`src/rtl/imp_ln_pkg.sv`:
```
`default_nettype none
// ============================================================================
// Module   : imp_ln_pkg
// Purpose  : Shared widths, FSM state encoding, result record and the 4-bit
//            square lookup used by the layer-norm statistics controller.
// Ports    : none (package)
// Revision : 1.0 - initial release
// ============================================================================
package imp_ln_pkg;

  localparam int DATA_W          = 8;   // element / mean width (signed)
  localparam int EX2_W           = 16;  // E[x^2] / variance width (unsigned)
  localparam int SQ_W            = 15;  // |mean|^2 width, |mean| <= 128
  localparam int N_DEFAULT       = 8;   // elements per frame
  localparam int TIMEOUT_DEFAULT = 32;  // max cycles spent waiting for units

  localparam int STATE_W = 3;
  localparam logic [STATE_W-1:0] ST_IDLE  = 3'd0;
  localparam logic [STATE_W-1:0] ST_PRIME = 3'd1;
  localparam logic [STATE_W-1:0] ST_LOAD  = 3'd2;
  localparam logic [STATE_W-1:0] ST_WAIT  = 3'd3;
  localparam logic [STATE_W-1:0] ST_CALC  = 3'd4;
  localparam logic [STATE_W-1:0] ST_OUT   = 3'd5;

  // Registered result presented while the controller sits in OUT.
  typedef struct packed {
    logic signed [DATA_W-1:0] mean;
    logic [EX2_W-1:0]         variance;
    logic                     err;
  } stat_t;

  // Square of a 4-bit nibble, small enough to be a LUT.
  function automatic logic [7:0] sq4_lut(input logic [3:0] v);
    logic [7:0] r;
    case (v)
      4'd0:    r = 8'd0;
      4'd1:    r = 8'd1;
      4'd2:    r = 8'd4;
      4'd3:    r = 8'd9;
      4'd4:    r = 8'd16;
      4'd5:    r = 8'd25;
      4'd6:    r = 8'd36;
      4'd7:    r = 8'd49;
      4'd8:    r = 8'd64;
      4'd9:    r = 8'd81;
      4'd10:   r = 8'd100;
      4'd11:   r = 8'd121;
      4'd12:   r = 8'd144;
      4'd13:   r = 8'd169;
      4'd14:   r = 8'd196;
      default: r = 8'd225;
    endcase
    return r;
  endfunction

endpackage
`default_nettype wire

```
`src/rtl/imp_ln_stat_ctrl_if.sv`:
```
`default_nettype none
// ============================================================================
// Module   : imp_ln_stat_ctrl_if
// Purpose  : Bundles the element input stream, the strobe/result lines of the
//            mean and E[x^2] units and the statistics output handshake.
// Modports : master - the controller (drives o_* signals)
//            slave  - the environment (drives i_* signals)
// Revision : 1.0 - initial release
// ============================================================================
interface imp_ln_stat_ctrl_if;
  import imp_ln_pkg::*;

  logic                     i_x_valid;
  logic signed [DATA_W-1:0] i_x;
  logic                     o_x_ready;
  logic                     o_unit_valid;
  logic signed [DATA_W-1:0] o_unit_x;
  logic                     i_ex_done;
  logic signed [DATA_W-1:0] i_ex;
  logic                     i_ex2_done;
  logic [EX2_W-1:0]         i_ex2;
  logic                     o_stat_valid;
  logic                     i_stat_ready;
  logic signed [DATA_W-1:0] o_mean;
  logic [EX2_W-1:0]         o_var;
  logic                     o_err;
  logic                     o_busy;

  modport master (
    input  i_x_valid, i_x, i_ex_done, i_ex, i_ex2_done, i_ex2, i_stat_ready,
    output o_x_ready, o_unit_valid, o_unit_x, o_stat_valid, o_mean, o_var,
           o_err, o_busy
  );

  modport slave (
    output i_x_valid, i_x, i_ex_done, i_ex, i_ex2_done, i_ex2, i_stat_ready,
    input  o_x_ready, o_unit_valid, o_unit_x, o_stat_valid, o_mean, o_var,
           o_err, o_busy
  );
endinterface
`default_nettype wire

```
`src/rtl/imp_ln_stat_ctrl_sq8.sv`:
```
`default_nettype none
// ============================================================================
// Module   : imp_sq8
// Purpose  : Combinational square of an 8-bit magnitude (0..128) split into
//            nibbles: H^2<<8 + (H*L)<<5 + L^2, where the cross term 2*H*L<<4
//            is folded into a single shift of 5.
// Ports    : a  - unsigned magnitude, at most 128
//            sq - a*a, 15 bits
// Revision : 1.0 - initial release
// ============================================================================
module imp_sq8
  import imp_ln_pkg::*;
(
  input  logic [DATA_W-1:0] a,
  output logic [SQ_W-1:0]   sq
);
  logic [3:0]      hi;
  logic [3:0]      lo;
  logic [7:0]      hl;
  logic [SQ_W-1:0] t_hh;
  logic [SQ_W-1:0] t_hl;
  logic [SQ_W-1:0] t_ll;

  assign hi = a[7:4];
  assign lo = a[3:0];
  assign hl = {4'b0000, hi} * {4'b0000, lo};

  // Terms are kept at the result width; with a <= 128 nothing is lost.
  assign t_hh = {7'd0, sq4_lut(hi)} << 8;
  assign t_hl = {7'd0, hl} << 5;
  assign t_ll = {7'd0, sq4_lut(lo)};

  assign sq = t_hh + t_hl + t_ll;
endmodule
`default_nettype wire

```
`src/rtl/imp_ln_stat_ctrl.sv`:
```
`default_nettype none
// ============================================================================
// Module   : imp_ln_stat_ctrl
// Purpose  : Frame controller for layer-norm statistics. Primes the mean and
//            E[x^2] units with a dummy beat, streams N elements to them, waits
//            (bounded) for both results, computes var = E[x^2] - mean^2 and
//            presents mean/var with a valid/ready handshake.
// Ports    : i_clk        - clock, rising edge
//            i_rstn       - asynchronous active-low reset
//            bus (master) - element stream, unit strobes/results, result
//                           handshake, busy flag
// Revision : 1.0 - initial release
// ============================================================================
module imp_ln_stat_ctrl
  import imp_ln_pkg::*;
#(
  parameter int N       = N_DEFAULT,
  parameter int TIMEOUT = TIMEOUT_DEFAULT
) (
  input  logic               i_clk,
  input  logic               i_rstn,
  imp_ln_stat_ctrl_if.master bus
);
  localparam int CNT_W = $clog2(N);
  localparam int TMO_W = $clog2(TIMEOUT + 1);

  logic [STATE_W-1:0]       state;
  logic [STATE_W-1:0]       state_nxt;
  logic [CNT_W-1:0]         beat_cnt;
  logic [TMO_W-1:0]         tmo_cnt;
  logic                     ex_flag;
  logic                     ex2_flag;
  logic signed [DATA_W-1:0] ex_q;
  logic [EX2_W-1:0]         ex2_q;
  stat_t                    res_q;

  logic                     beat_acc;
  logic                     last_beat;
  logic                     both_done;
  logic                     tmo_hit;
  logic [DATA_W-1:0]        mean_abs;
  logic [SQ_W-1:0]          mean_sq;
  logic signed [EX2_W:0]    var_diff;
  logic [EX2_W-1:0]         var_clamped;

  assign beat_acc  = (state == ST_LOAD) && bus.i_x_valid;
  assign last_beat = beat_acc && (beat_cnt == CNT_W'(N - 1));
  // A pulse arriving this cycle counts as set, so same-cycle arrival of the
  // second result moves on without an extra cycle.
  assign both_done = (ex_flag || bus.i_ex_done) && (ex2_flag || bus.i_ex2_done);
  assign tmo_hit   = (tmo_cnt == TMO_W'(TIMEOUT - 1));

  // --------------------------------------------------------------------------
  // Next-state logic
  // --------------------------------------------------------------------------
  always_comb begin
    state_nxt = state;
    case (state)
      ST_IDLE:  if (bus.i_x_valid) state_nxt = ST_PRIME;
      ST_PRIME: state_nxt = ST_LOAD;
      ST_LOAD:  if (last_beat) state_nxt = ST_WAIT;
      ST_WAIT: begin
        if (both_done)    state_nxt = ST_CALC;
        else if (tmo_hit) state_nxt = ST_OUT;
      end
      ST_CALC:  state_nxt = ST_OUT;
      ST_OUT:   if (bus.i_stat_ready) state_nxt = ST_IDLE;
      default:  state_nxt = ST_IDLE;
    endcase
  end

  // --------------------------------------------------------------------------
  // State, beat counter and wait-timeout counter
  // --------------------------------------------------------------------------
  always_ff @(posedge i_clk or negedge i_rstn) begin
    if (!i_rstn) begin
      state    <= ST_IDLE;
      beat_cnt <= '0;
      tmo_cnt  <= '0;
    end else begin
      state <= state_nxt;
      // Wraps back to zero on the last beat of the frame.
      if (beat_acc) beat_cnt <= beat_cnt + CNT_W'(1);
      if (last_beat)              tmo_cnt <= '0;
      else if (state == ST_WAIT)  tmo_cnt <= tmo_cnt + TMO_W'(1);
    end
  end

  // --------------------------------------------------------------------------
  // Unit result capture; pulses outside WAIT are deliberately dropped
  // --------------------------------------------------------------------------
  always_ff @(posedge i_clk or negedge i_rstn) begin
    if (!i_rstn) begin
      ex_flag  <= 1'b0;
      ex2_flag <= 1'b0;
      ex_q     <= '0;
      ex2_q    <= '0;
    end else if (state == ST_WAIT) begin
      if (bus.i_ex_done) begin
        ex_flag <= 1'b1;
        ex_q    <= bus.i_ex;
      end
      if (bus.i_ex2_done) begin
        ex2_flag <= 1'b1;
        ex2_q    <= bus.i_ex2;
      end
    end else if ((state == ST_OUT) && bus.i_stat_ready) begin
      ex_flag  <= 1'b0;
      ex2_flag <= 1'b0;
    end
  end

  // --------------------------------------------------------------------------
  // Variance: E[x^2] - mean^2 in 17-bit signed
  // --------------------------------------------------------------------------
  assign mean_abs = ex_q[DATA_W-1] ? (~ex_q + DATA_W'(1)) : ex_q;

  imp_sq8 u_sq8 (
    .a  (mean_abs),
    .sq (mean_sq)
  );

  assign var_diff = $signed({1'b0, ex2_q}) - $signed({2'b00, mean_sq});
  // The minuend is at most 16'hFFFF and the subtrahend is non-negative, so a
  // non-negative difference always fits in 16 bits; saturation then reduces
  // to taking the low bits, and only the negative clamp needs logic.
  assign var_clamped = var_diff[EX2_W] ? '0 : var_diff[EX2_W-1:0];

  always_ff @(posedge i_clk or negedge i_rstn) begin
    if (!i_rstn) begin
      res_q <= '0;
    end else if (state == ST_CALC) begin
      res_q.mean     <= ex_q;
      res_q.variance <= var_clamped;
      res_q.err      <= 1'b0;
    end else if ((state == ST_WAIT) && !both_done && tmo_hit) begin
      res_q.mean     <= '0;
      res_q.variance <= '0;
      res_q.err      <= 1'b1;
    end
  end

  // --------------------------------------------------------------------------
  // Outputs
  // --------------------------------------------------------------------------
  assign bus.o_x_ready    = (state == ST_LOAD);
  // PRIME issues a zero-valued beat that starts both units.
  assign bus.o_unit_valid = (state == ST_PRIME) || beat_acc;
  assign bus.o_unit_x     = (state == ST_LOAD) ? bus.i_x : '0;
  assign bus.o_stat_valid = (state == ST_OUT);
  assign bus.o_mean       = res_q.mean;
  assign bus.o_var        = res_q.variance;
  assign bus.o_err        = res_q.err;
  assign bus.o_busy       = (state != ST_IDLE);

endmodule
`default_nettype wire

```
`src/flat_wrapper.sv`:
```
// flat-port wrapper written by rule: the top's interface ports become plain ports
module imp_ln_stat_ctrl_flat import imp_ln_pkg::*;
#(
  parameter int N       = N_DEFAULT,
  parameter int TIMEOUT = TIMEOUT_DEFAULT
)
  (i_clk, i_rstn, bus_i_x_valid, bus_i_x, bus_i_ex_done, bus_i_ex, bus_i_ex2_done, bus_i_ex2, bus_i_stat_ready, bus_o_x_ready, bus_o_unit_valid, bus_o_unit_x, bus_o_stat_valid, bus_o_mean, bus_o_var, bus_o_err, bus_o_busy);
  imp_ln_stat_ctrl_if bus_i ();
  input  logic i_clk;
  input  logic i_rstn;
  input wire logic [$bits(bus_i.i_x_valid)-1:0] bus_i_x_valid;
  input wire logic [$bits(bus_i.i_x)-1:0] bus_i_x;
  input wire logic [$bits(bus_i.i_ex_done)-1:0] bus_i_ex_done;
  input wire logic [$bits(bus_i.i_ex)-1:0] bus_i_ex;
  input wire logic [$bits(bus_i.i_ex2_done)-1:0] bus_i_ex2_done;
  input wire logic [$bits(bus_i.i_ex2)-1:0] bus_i_ex2;
  input wire logic [$bits(bus_i.i_stat_ready)-1:0] bus_i_stat_ready;
  output wire logic [$bits(bus_i.o_x_ready)-1:0] bus_o_x_ready;
  output wire logic [$bits(bus_i.o_unit_valid)-1:0] bus_o_unit_valid;
  output wire logic [$bits(bus_i.o_unit_x)-1:0] bus_o_unit_x;
  output wire logic [$bits(bus_i.o_stat_valid)-1:0] bus_o_stat_valid;
  output wire logic [$bits(bus_i.o_mean)-1:0] bus_o_mean;
  output wire logic [$bits(bus_i.o_var)-1:0] bus_o_var;
  output wire logic [$bits(bus_i.o_err)-1:0] bus_o_err;
  output wire logic [$bits(bus_i.o_busy)-1:0] bus_o_busy;
  assign bus_i.i_x_valid = bus_i_x_valid;
  assign bus_i.i_x = bus_i_x;
  assign bus_i.i_ex_done = bus_i_ex_done;
  assign bus_i.i_ex = bus_i_ex;
  assign bus_i.i_ex2_done = bus_i_ex2_done;
  assign bus_i.i_ex2 = bus_i_ex2;
  assign bus_i.i_stat_ready = bus_i_stat_ready;
  assign bus_o_x_ready = bus_i.o_x_ready;
  assign bus_o_unit_valid = bus_i.o_unit_valid;
  assign bus_o_unit_x = bus_i.o_unit_x;
  assign bus_o_stat_valid = bus_i.o_stat_valid;
  assign bus_o_mean = bus_i.o_mean;
  assign bus_o_var = bus_i.o_var;
  assign bus_o_err = bus_i.o_err;
  assign bus_o_busy = bus_i.o_busy;
  imp_ln_stat_ctrl #(.N(N), .TIMEOUT(TIMEOUT)) u_core (.i_clk(i_clk), .i_rstn(i_rstn), .bus(bus_i));
endmodule
```
`config.mk`:
```
export PLATFORM = sky130hd
export DESIGN_NAME = imp_ln_stat_ctrl_flat
export DESIGN_NICKNAME = d
export VERILOG_FILES = /design/src/rtl/imp_ln_pkg.sv /design/src/rtl/imp_ln_stat_ctrl_if.sv /design/src/rtl/imp_ln_stat_ctrl_sq8.sv /design/src/rtl/imp_ln_stat_ctrl.sv /design/src/flat_wrapper.sv
export SDC_FILE = /design/constraint.sdc
export NUM_CORES = 1
export LEC_CHECK = 0
export CAP_MARGIN = 20
export CORE_MARGIN = 8
export CORE_UTILIZATION = 64
export DETAILED_ROUTE_END_ITERATION = 7
export DONT_BUFFER_PORTS = 1
export HOLD_SLACK_MARGIN = 0.15
export PLACE_DENSITY = 0.84
export SYNTH_ARGS = -nofsm -noshare
export SYNTH_HDL_FRONTEND = slang
export SYNTH_SLANG_ARGS = --single-unit
```
`constraint.sdc`:
```
create_clock -name i_clk -period 6.5 [get_ports i_clk]
set_input_delay 0.65 -clock i_clk [delete_from_list [all_inputs] [get_ports i_clk]]
set_output_delay 0.65 -clock i_clk [all_outputs]
set_load 0.01 [all_outputs]
```
Yosys cells after proc, flatten, opt, wreduce, memory -nomap -nowiden --
Memory sizes are Yosys's and may differ from the RTL's. Cells that the tools add are included.
Operators by class: add/subtract/negate cells 6, multiply operators 1, reduce and logical (&&, ||, !) cells 20, bitwise operators 1, muxes and demuxes 18, equality and inequality tests 13
Operator list (count):
- $mux 25 | 2
- $pmux 3 s6 | 1
- $sub 16x15->17 | 1
- $mux 16 | 1
- $mux 8 | 2
- $add 15x13->15 | 1
- $add 15x8->15 | 1
- $mux 3 | 5
- $mux 6 | 2
- $eq 3x3->1 const B | 3
- $add 8x2->8 const B | 1
- $mul 4x4->8 | 1
- $ne 2x2->1 const B | 4
- $not 8->8 | 1
- $reduce_and 2->1 | 4
- $add 6x1->6 const B | 1
- $eq 3x2->1 const B | 2
- $eq 6x5->1 const B | 1
- $logic_and 1x1->1 | 6
- $reduce_bool 2->1 | 3
- $mux 1 | 5
- $reduce_and 4->1 | 1
- $add 3x1->3 const B | 1
- $eq 3x1->1 const B | 1
- other kinds (6) | 8
Word-level totals: logic and storage cells 71, bits in read-only memories 224, input bits 38, memories 2, output and inout bits 37, bits in registers 63
Memory list:
- (name not given) | depth 16, bits a word 7, read ports 1, clocked after Yosys merged registers in 0, write ports 0, RTL line imp_ln_pkg.sv:35 | case (v)
- (name not given) | depth 16, bits a word 7, read ports 1, clocked after Yosys merged registers in 0, write ports 0, RTL line imp_ln_pkg.sv:35

Depth between registers and ports, before layout --
Gate-level depths: netlist of run 1.
depth after elaboration 9, mapped depth 28, depth with buffers taken out 28

Modules after synthesis --
From an unflattened synthesis of run 1, not the netlist that was laid out.
Second synthesis, totals: cells, all modules 465, area total of the unflattened synthesis 4503.1 um2
By module, submodules not included:
- imp_ln_stat_ctrl | area each 3578.4 um2, times used 1, cells each 339, seq. area each 1576.5 um2
- imp_sq8 | area each 924.6 um2, times used 1, cells each 126, seq. area each 0.0 um2

Worst setup path before layout of run 1 --
No wires, ideal clock.
kind reg2reg, start point register u_core.ex_q[0], end point register u_core.res_q (netlist bit u_core.bus.o_var[10]), data arrival time 5.640 ns, required time 6.372 ns, clock period less this slack 5.767 ns, slack 0.733 ns, stages on the path, launching flop included 26, library setup time 0.128 ns, buffers on the path 1, cell sequence dfrtp_1 inv_1 ha_1 nand2b_1 o41ai_2 xor2_2 or2_2 fa_1 inv_1 fa_1 ha_1 a21o_1 a21oi_1 o21bai_1 a21oi_1 xnor2_1 ha_1 a21oi_1 o21ai_0 xnor2_1 ha_1 a21o_1 a211o_1 o21ai_2 clkbuf_2 o21ai_0
On the way: word-level cells in the longest chain between the ends 9, elaborated cells between the ends (all ways) 11, classes of those cells add/sub (4); mul (1); mux (3); bitwise (1); memory (2)
RTL lines:
- start, declared | RTL line imp_ln_stat_ctrl.sv:33 | logic signed [DATA_W-1:0] ex_q;
- start signal, assigned | RTL line imp_ln_stat_ctrl.sv:101 | ex_q <= bus.i_ex;
- $not 8->8 | RTL line imp_ln_stat_ctrl.sv:116 | assign mean_abs = ex_q[DATA_W-1] ? (~ex_q + DATA_W'(1)) : ex_q;
- $add 8x2->8 | RTL line imp_ln_stat_ctrl.sv:116
- $mux 8 * | RTL line imp_ln_stat_ctrl.sv:116
- $mul 4x4->8 or $mem_v2 16x7 (tied branches)
- $add 15x13->15 | RTL line imp_ln_stat_ctrl_sq8.sv:33 | assign sq = t_hh + t_hl + t_ll;
- $add 15x8->15 * | RTL line imp_ln_stat_ctrl_sq8.sv:33
- $sub 16x15->17 * | RTL line imp_ln_stat_ctrl.sv:123 | assign var_diff = $signed({1'b0, ex2_q}) - $signed({2'b00, mean_sq});
- $mux 16 * | RTL line imp_ln_stat_ctrl.sv:127 | assign var_clamped = var_diff[EX2_W] ? '0 : var_diff[EX2_W-1:0];
- $mux 25 * | RTL line imp_ln_stat_ctrl.sv:132 | end else if (state == ST_CALC) begin
- end, declared | RTL line imp_ln_stat_ctrl.sv:35 | stat_t res_q;
Mark *: on every way between the ends. The rest lies on a longest branch, timed or not. A chain may end at the register's enable or synchronous reset.

Worst setup path in the final report of run 1 --
Same ends and word-level chain as after synthesis.

==> results of run 1 <==
-- cell usage after synthesis (all sizes together), types with 4 or more instances --
cell type  instances  area share (%)
fa                 5             2.3
a22o               9             1.9
mux2              27             7.1
a21oi             23             2.7
o21ai             35             4.2
a31oi              4            0.58
nand2             43             3.8
nor2              30             2.7
nor3               5            0.58
nor2b              8             1.2
ha                41              12
and2               8             1.2
nand3              4            0.47
inv               25             2.2
buf               10             1.2
dfrtp             63              37
xor2              13             3.3
o31ai              4             1.0
xnor2             19             3.9
nand2b             8             1.2
a21o               6             1.0
-- critical path, stage by stage, from the launching register on --
cell	delay [ps]
dfrtp_1	450
inv_2	160
ha_1	200
nand2b_1	90
o41ai_2	310
xor2_2	180
or2_2	330
fa_1	480
inv_1	50
fa_1	550
inv_1	60
fa_1	530
inv_1	40
ha_1	310
o21ai_0	100
nand2b_1	110
a31oi_1	280
o21ai_0	170
xnor2_1	210
ha_1	340
a21o_1	240
a211o_1	370
o21ai_2	310
o21ai_0	140
-- routing by layer --
| layer | GRT usage [%] | share of wire (%) |
|---|---|---|
| met1 | 23.7 | 41 |
| met3 | 6.40 | 7.5 |
| met5 | 0 | 0 |
| met4 | 5.16 | 1.6 |
| met2 | 34.2 | 50 |
-- metrics by stage --
step	utilization, %	hold WS, ps	instances	instance area (um^2)
floorplan	-	354	441	4300
global placement	65.7	357	512	4370
detailed placement	65.7	357	512	4370
CTS	68.9	173	527	4580
global route	69.8	188	532	4640
finish	69.8	171	532	4640
-- flip-flops by register name, summed over array words and instances (netlist names) --
register,count
u_core.bus.o_var,16
u_core.ex2_q,16
u_core.bus.o_mean,8
u_core.ex_q,8
u_core.tmo_cnt,6
u_core.beat_cnt,3
u_core.state,3
u_core.bus.o_err,1
u_core.ex2_flag,1
u_core.ex_flag,1
-- area by class of cell --
class / count / area share [%]
clock buffer: 10 / 2.97
clock inverter: 4 / 1.03
inverter: 25 / 2.02
multi-input combinational: 341 / 55.8
sequential: 63 / 34.0
tap: 80 / 2.16
timing repair buffer: 9 / 2.05
-- worst paths after layout --
path                                        startpoint                                to  slack, ps  cells after the start
max in group asynchronous                       i_rstn  u_core.bus.o_mean[6]$_DFFE_PN0P_       6070                      1
setup reg to reg            u_core.ex_q[0]$_DFFE_PN0P_  u_core.bus.o_var[10]$_DFFE_PN0P_        350                     23
setup / recovery            u_core.ex_q[0]$_DFFE_PN0P_  u_core.bus.o_var[10]$_DFFE_PN0P_        350                     23
min in group i_clk                        bus_i_ex2[9]       u_core.ex2_q[9]$_DFFE_PN0P_        450                      1
hold / removal                                  i_rstn   u_core.bus.o_var[3]$_DFFE_PN0P_        170                      1
hold reg to reg            u_core.ex2_flag$_DFFE_PN0P_       u_core.ex2_flag$_DFFE_PN0P_        480                      2
-- kinds of logic (layout without fill, tap and decap cells) --
logic type	count (synthesis)	count (layout)
muxes	29	29
AOI/OAI and AO/OA	105	106
adders and majority gates	46	46
DFF	63	63
and+or+nand+nor	126	126
xor gates and xnor gates	32	32
other	1	2
buffers and inverters	38	48
-- cell usage in the layout (no fill, tap or decap), drive strengths merged, types with 9 or more instances in the layout --
cell,netlist,final
a21oi,23,23
a22o,9,9
buf,10,9
clkbuf,3,10
dfrtp,63,63
ha,41,41
inv,25,25
mux2,27,27
nand2,43,43
nor2,30,30
o21ai,35,36
xnor2,19,19
xor2,13,13
-- what timing repair did --
| action | CTS | global route |
|---|---|---|
| hold buffers | 1 | 0 |
| setup endpoints to repair | 0 | 16 |
| setup buffers | 0 | 2 |
| resized for setup | 0 | 3 |
| hold endpoints to repair | 63 | 0 |
==> flow_metrics.py, run 1 <==
metrics = {
    "logic_synthesis": {
        "synth_compound_area_share_pct": 16.2,
        "synth_enable_flop_cells": 0,
        "ys_ff_latch": 63,
        "synth_top_family_by_area": "compound AO/OA/AOI/OAI gates",
        "synth_area_per_cell_um2": 9.77,
        "synthXorXnorAreaFrac_pct": 7.13,
        "netlist_instances": 440,
        "muxShareOfSynthArea_pct": 7.54,
        "synthDistinctLibCells": 58,
        "synth_flop_cell": "dfrtp_1",
        "synthSimpleGateAreaFrac_pct": 14.2,
        "yosys.area_share.adder_pct": 14.3,
        "synth_warnings": 0,
        "ys_seq_area_share_pct": 36.7,
        "synth_area_mm2": 0.00430,
        "async_flop_share_pct": 100,
    },
    "sta": {
        "drv_slew": 0,
        "fin_crit_ps": 6150,
        "relSlewSlack_pct": 50.8,
        "worst_slew_pin_slew_ps": 736,
        "finalWorstSetupSlack_ps": 347,
        "hold_violations": 0,
        "max_freq_ghz": 0.163,
        "final.setup_skew_ps": 7.87,
        "period_share_pct": 94.7,
        "tns_ps": 0,
        "grt_setup_unrepaired": "no",
        "setup_viol": 0,
    },
    "place": {
        "port_buffers": 0,
        "pre_cts_slack_ps": 211,
        "dp_hpwl_um": 6940,
        "place.gp.congestion": 0.872,
    },
    "critical_path": {
        "critPathKind": "reg2reg",
        "cp_max_fo": 8,
        "crit_required_ps": 6720,
        "crit_path_end_kind": "flop",
        "critical_path_arrival_ps": 6370,
        "startpoint_type": "flop",
    },
    "drt": {
        "routed_wl_um": 9390,
        "first_pass_iters": 5,
        "num_vias": 3293,
        "route.detailed.drc": 0,
        "avgViaCountPerCell": 6.19,
        "drt_iter0_markers": 192,
        "wl_per_cell_um": 17.6,
        "ant_nets": 0,
    },
    "final_layout": {
        "seq_area_mm2": 0.00158,
        "fill_cells": 487,
        "area_growth_pct": 7.83,
        "multi_input_area_mm2": 0.00258,
        "drive_gt1_share_pct": 14.8,
        "nets": 533,
        "num_antenna_cells": 0,
    },
    "grt": {
        "track_usage_pct": 20.1,
        "grt_pass1_wl_um": 15700,
        "grt_max_degree": 64,
        "antenna_found_initial": 0,
        "grt_pass1_vias": 3211,
        "grt.overflow.total": 0,
    },
    "run": {
        "maxCapViolations": 0,
    },
    "floorplan": {
        "initial_core_util_pct": 64.7,
        "die_area_mm2": 0.00960,
        "core-area_mm2": 0.00664,
        "die_w_um": 98.0,
        "ios": 75,
        "rows": 30,
        "die_y_um": 98.0,
    },
    "clock_network": {
        "cts_root_buffer": "clkbuf_8",
        "clk_latency_ps": 350,
        "htreeDepth": 3,
        "numCtsBuffers": 9,
        "clock_sinks": 63,
        "clk_pin_slew_worst_paths_ps": 70,
        "cts_tree": "yes",
        "clockBufferDepth": 2,
    },
    "run_status": {
        "status": "finished, final reports clean",
    },
    "worst_hold_path": {
        "hold_path_class": "in2async",
    },
}
Power of run 1 is left out: the tool's default activity adds up to more than one toggle a clock period on the data nets, which glitch-free logic cannot reach.
==> run 2: changes to the inputs <==
- CORE_ASPECT_RATIO: default -> 0.6
==> flow_metrics.py, run 2 (synthesized netlist as in run 1, its figures left out) <==
metrics = {
    "grt": {
        "grt.overflow.total": 0,
        "antenna_found_initial": 0,
        "track_usage_pct": 20.7,
        "grt_max_degree": 64,
        "grt_pass1_vias": 3240,
        "grt_pass1_wl_um": 15900,
    },
    "final_layout": {
        "area_growth_pct": 6.98,
        "num_antenna_cells": 0,
        "final_cell_mix": "dfrtp_1, nand2_1, ha_1, o21ai_0, nor2_1",
        "final_common_cell": "dfrtp_1",
        "final_cell_area_mm2": 0.00460,
        "nets": 530,
        "fill_cells": 494,
        "stdcell_count": 537,
        "seq_area_mm2": 0.00158,
        "multi_input_area_mm2": 0.00257,
        "drive_gt1_share_pct": 14.0,
    },
    "run": {
        "maxCapViolations": 0,
    },
    "sta": {
        "setup_viol": 0,
        "max_freq_ghz": 0.160,
        "hold_ws_ps": 169,
        "hold_violations": 0,
        "final.setup_skew_ps": 9.45,
        "period_share_pct": 96.0,
        "tns_ps": 0,
        "drv_slew": 0,
        "fin_crit_ps": 6240,
        "worst_slew_pin_slew_ps": 1030,
        "relSlewSlack_pct": 31.2,
    },
    "critical_path": {
        "r2r-end": "u_core.bus.o_var[4]$_DFFE_PN0P_",
        "r2r_cells": 25,
        "cp_max_fo": 15,
        "crit_start": "u_core.ex_q[0]$_DFFE_PN0P_",
        "critical_path_arrival_ps": 6470,
        "critPathKind": "reg2reg",
        "cp_slowest_cell": "fa_1",
        "startpoint_type": "flop",
        "r2r_slack_ps": 260,
        "crit_path_end_kind": "flop",
        "crit_required_ps": 6740,
        "cpPeakStageDelay_ps": 550,
        "r2r_start": "u_core.ex_q[0]$_DFFE_PN0P_",
    },
    "clock_network": {
        "clk_latency_ps": 340,
        "cts_tree": "yes",
        "numCtsBuffers": 9,
        "clockBufferDepth": 2,
        "htreeDepth": 3,
        "cts_root_buffer": "clkbuf_8",
        "clock_sinks": 63,
        "clk_pin_slew_worst_paths_ps": 70,
    },
    "floorplan": {
        "die_area_mm2": 0.00968,
        "core-area_mm2": 0.00659,
        "rows": 23,
        "die_y_um": 79.5,
        "ios": 75,
        "initial_core_util_pct": 65.2,
        "die_w_um": 122,
    },
    "drt": {
        "wl_per_cell_um": 18.5,
        "drt_iter0_markers": 279,
        "route.detailed.drc": 0,
        "routed_wl_um": 9940,
        "num_vias": 3237,
        "avgViaCountPerCell": 6.03,
        "ant_nets": 0,
        "first_pass_iters": 5,
    },
    "place": {
        "place.gp.congestion": 0.902,
        "dp_hpwl_um": 7630,
        "place_area_mm2": 0.00438,
        "port_buffers": 0,
        "dp.cells": 520,
    },
    "run_status": {
        "status": "finished, final reports clean",
    },
    "worst_hold_path": {
        "hold_path_class": "in2async",
    },
}
==> run 2: how the worst max path moves through the flow <==
stage | slack (ps) | to
5_1_grt | -70 | u_core.bus.o_var[4]$_DFFE_PN0P_
3_3_place_gp | 410 | u_core.bus.o_var[10]$_DFFE_PN0P_
3_5_place_dp | 90 | u_core.bus.o_var[5]$_DFFE_PN0P_
6_report | 260 | u_core.bus.o_var[4]$_DFFE_PN0P_
4_1_cts | 60 | u_core.bus.o_var[5]$_DFFE_PN0P_
2_1_floorplan | 730 | u_core.bus.o_var[10]$_DFFE_PN0P_
==> run 2: cell type report <==
type,count,area share [%]
Timing Repair Buffer,7,1.85
Sequential cell,63,34.3
Clock inverter,4,0.490
Tap cell,87,2.37
Inverter,25,2.04
Clock buffer,11,3.07
Multi-Input combinational cell,340,55.9
==> run 2: routing by layer <==
metal,wire length [um],track usage [%]
met5,0,0
met4,206,6.00
met3,819,8.19
met2,4540,32.8
met1,4370,25.7
==> run 2: through the flow <==
step                      setup slack (ps)  util (%)
final                                  262      69.8
after global routing                 -68.9      69.8
after floorplan                        733         -
after global placement                 415      66.4
after detailed placement              85.4      66.4
after CTS                             55.9      69.3
==> run 2: repair_timing <==
| item | 4_1_cts | 5_1_grt |
|---|---|---|
| endpoints found under the hold margin | 63 | 0 |
| setup buffers | 0 | 1 |
| hold buffers | 1 | 0 |
| endpoints found under the setup margin | 0 | 15 |
| resized for setup | 0 | 3 |
==> run 2: critical path: cells and delay by family, from the launching register on <==
| family | cells | cell delay [ps] |
|---|---|---|
| adder cells (fa/ha/maj) | 6 | 2470 |
| flip-flops | 1 | 460 |
| buffers and inverters | 5 | 470 |
| AO/OA/AOI/OAI | 7 | 1460 |
| AND/OR/NAND/NOR | 5 | 900 |
| XOR/XNOR | 2 | 340 |
Power of run 2 is left out for the same reason.
==> run 3: changes to the inputs <==
- CORE_UTILIZATION: 64 -> 71
- CTS_BUF_LIST: default -> sky130_fd_sc_hd__clkbuf_2
- PLACE_DENSITY: 0.84 -> 0.91
- clock period: 6.5 -> 7.9 ns (I/O delays scaled with it)
==> flow_metrics.py, run 3 (synthesized netlist as in run 1, its figures left out) <==
metrics = {
    "floorplan": {
        "core-area_mm2": 0.00597,
        "die_area_mm2": 0.00888,
        "initial_core_util_pct": 72.0,
        "die_y_um": 76.3,
        "die_w_um": 116,
        "rows": 22,
        "ios": 75,
    },
    "final_layout": {
        "drive_gt1_share_pct": 12.9,
        "final_common_cell": "dfrtp_1",
        "area_growth_pct": 4.63,
        "num_antenna_cells": 0,
        "final_cell_mix": "dfrtp_1, nand2_1, ha_1, o21ai_0, nor2_1",
        "nets": 527,
    },
    "clock_network": {
        "numCtsBuffers": 9,
        "cts_resized": 0,
        "clock_sinks": 63,
        "post_cts_buffers": 0,
        "cts_tree": "yes",
        "cts_root_buffer": "clkbuf_2",
        "clk_pin_slew_worst_paths_ps": 180,
        "htreeDepth": 3,
        "clockBufferDepth": 2,
        "clk_latency_ps": 510,
    },
    "critical_path": {
        "startpoint_type": "flop",
        "r2r_cells": 24,
        "r2r_start": "u_core.ex_q[0]$_DFFE_PN0P_",
        "crit_top_cell": "ha_1",
        "crit_start": "u_core.ex_q[0]$_DFFE_PN0P_",
        "crit_required_ps": 8290,
        "critical_path_arrival_ps": 6900,
        "cp_slowest_cell": "fa_1",
        "cpPeakStageDelay_ps": 520,
        "critPathKind": "reg2reg",
        "crit_path_end_kind": "flop",
        "cp_max_fo": 15,
        "cp_cell_sequence": "inv_1 -> ha_1 -> nand2b_1 -> o41ai_2 -> xor2_2 -> or2_2 -> fa_1 -> inv_1 -> fa_1 -> ha_1 -> a21o_1 -> a21oi_1 -> o21bai_1 -> a21oi_1 -> xnor2_1 -> ha_1 -> a21oi_1 -> o21ai_0 -> xnor2_1 -> ha_1 -> a21o_1 -> a211o_1 -> o21ai_2 -> o21ai_0",
    },
    "sta": {
        "hold_violations": 0,
        "setup_viol": 0,
        "relSlewSlack_pct": 32.3,
        "tns_ps": 0,
        "period_share_pct": 82.4,
        "grt_setup_unrepaired": "no",
        "drv_slew": 0,
        "fin_crit_ps": 6510,
        "final.setup_skew_ps": 20.7,
        "worst_slew_pin_slew_ps": 1010,
        "finalWorstSetupSlack_ps": 1390,
        "max_freq_ghz": 0.154,
    },
    "place": {
        "pre_cts_slack_ps": 1460,
        "dp_hpwl_um": 7460,
        "place.gp.congestion": 0.912,
        "port_buffers": 0,
    },
    "worst_hold_path": {
        "hold_depth": 1,
        "hold_path_class": "in2reg",
        "worstHoldStart": "bus_i_ex[2]",
    },
    "drt": {
        "num_vias": 3227,
        "wl_per_cell_um": 18.1,
        "route.detailed.drc": 0,
        "avgViaCountPerCell": 6.07,
        "routed_wl_um": 9640,
        "ant_nets": 0,
        "first_pass_iters": 4,
        "drt_iter0_markers": 277,
    },
    "grt": {
        "grtUsageMet3_pct": 6.88,
        "grt_pass1_vias": 3231,
        "grtUsageMet2_pct": 35.1,
        "busiest_layer": "met2",
        "grt.overflow.total": 0,
        "grt_util_met1_pct": 28.8,
        "antenna_found_initial": 0,
        "grt_max_degree": 64,
        "track_usage_pct": 22.3,
        "grt_pass1_wl_um": 15800,
    },
    "run": {
        "maxCapViolations": 0,
    },
    "run_status": {
        "status": "finished, final reports clean",
    },
}
==> run 3: routing by layer <==
metal | routed length, um | part of all wire [%] | vias to the layer above
met2 | 4500 | 47 | 112
met5 | 0 | 0 | -
met3 | 824 | 8.5 | 19
li1 | - | - | 1552
met1 | 4150 | 43 | 1544
met4 | 162 | 1.7 | 0
==> run 3: timing repair <==
action	CTS	global route
hold buffers	2	0
setup endpoints to repair	0	0
hold endpoints to repair	63	0
==> run 3: final timing paths <==
check / end / slack [ps]
min in group asynchronous: u_core.bus.o_mean[2]$_DFFE_PN0P_ / 760
max in group asynchronous: u_core.ex2_q[9]$_DFFE_PN0P_ / 6870
max reg2reg: u_core.bus.o_var[11]$_DFFE_PN0P_ / 1390
min reg2reg: u_core.beat_cnt[0]$_DFFE_PN0P_ / 500
min: u_core.ex_q[2]$_DFFE_PN0P_ / 410
max: u_core.bus.o_var[11]$_DFFE_PN0P_ / 1390
==> run 3: metrics by stage <==
step | instances | util, % | cell area, um^2 | hold WS [ps]
2_1_floorplan | 441 | - | 4300 | 446
3_3_place_gp | 514 | 72.8 | 4350 | 459
3_5_place_dp | 514 | 72.8 | 4350 | 478
4_1_cts | 532 | 75.3 | 4500 | 385
5_1_grt | 532 | 75.3 | 4500 | 389
6_report | 532 | 75.3 | 4500 | 405
==> run 3: cell type report <==
cell class	instances	area, um^2
Clock buffer	10	50.0
Clock inverter	6	60.1
Timing Repair Buffer	4	52.6
Inverter	25	93.8
Multi-Input combinational cell	340	2560
Sequential cell	63	1580
Fill cell	429	1480
Tap cell	84	105
==> run 3: worst max-delay path, delay by kind of cell (launching register included) <==
family / cells / cell delay [ps]
buf+inv: 2 / 310
simple gates: 2 / 440
flops: 1 / 500
xor+xnor: 3 / 460
compound gates: 11 / 2440
fa+ha+maj: 6 / 2240
Power of run 3 is left out for the same reason.
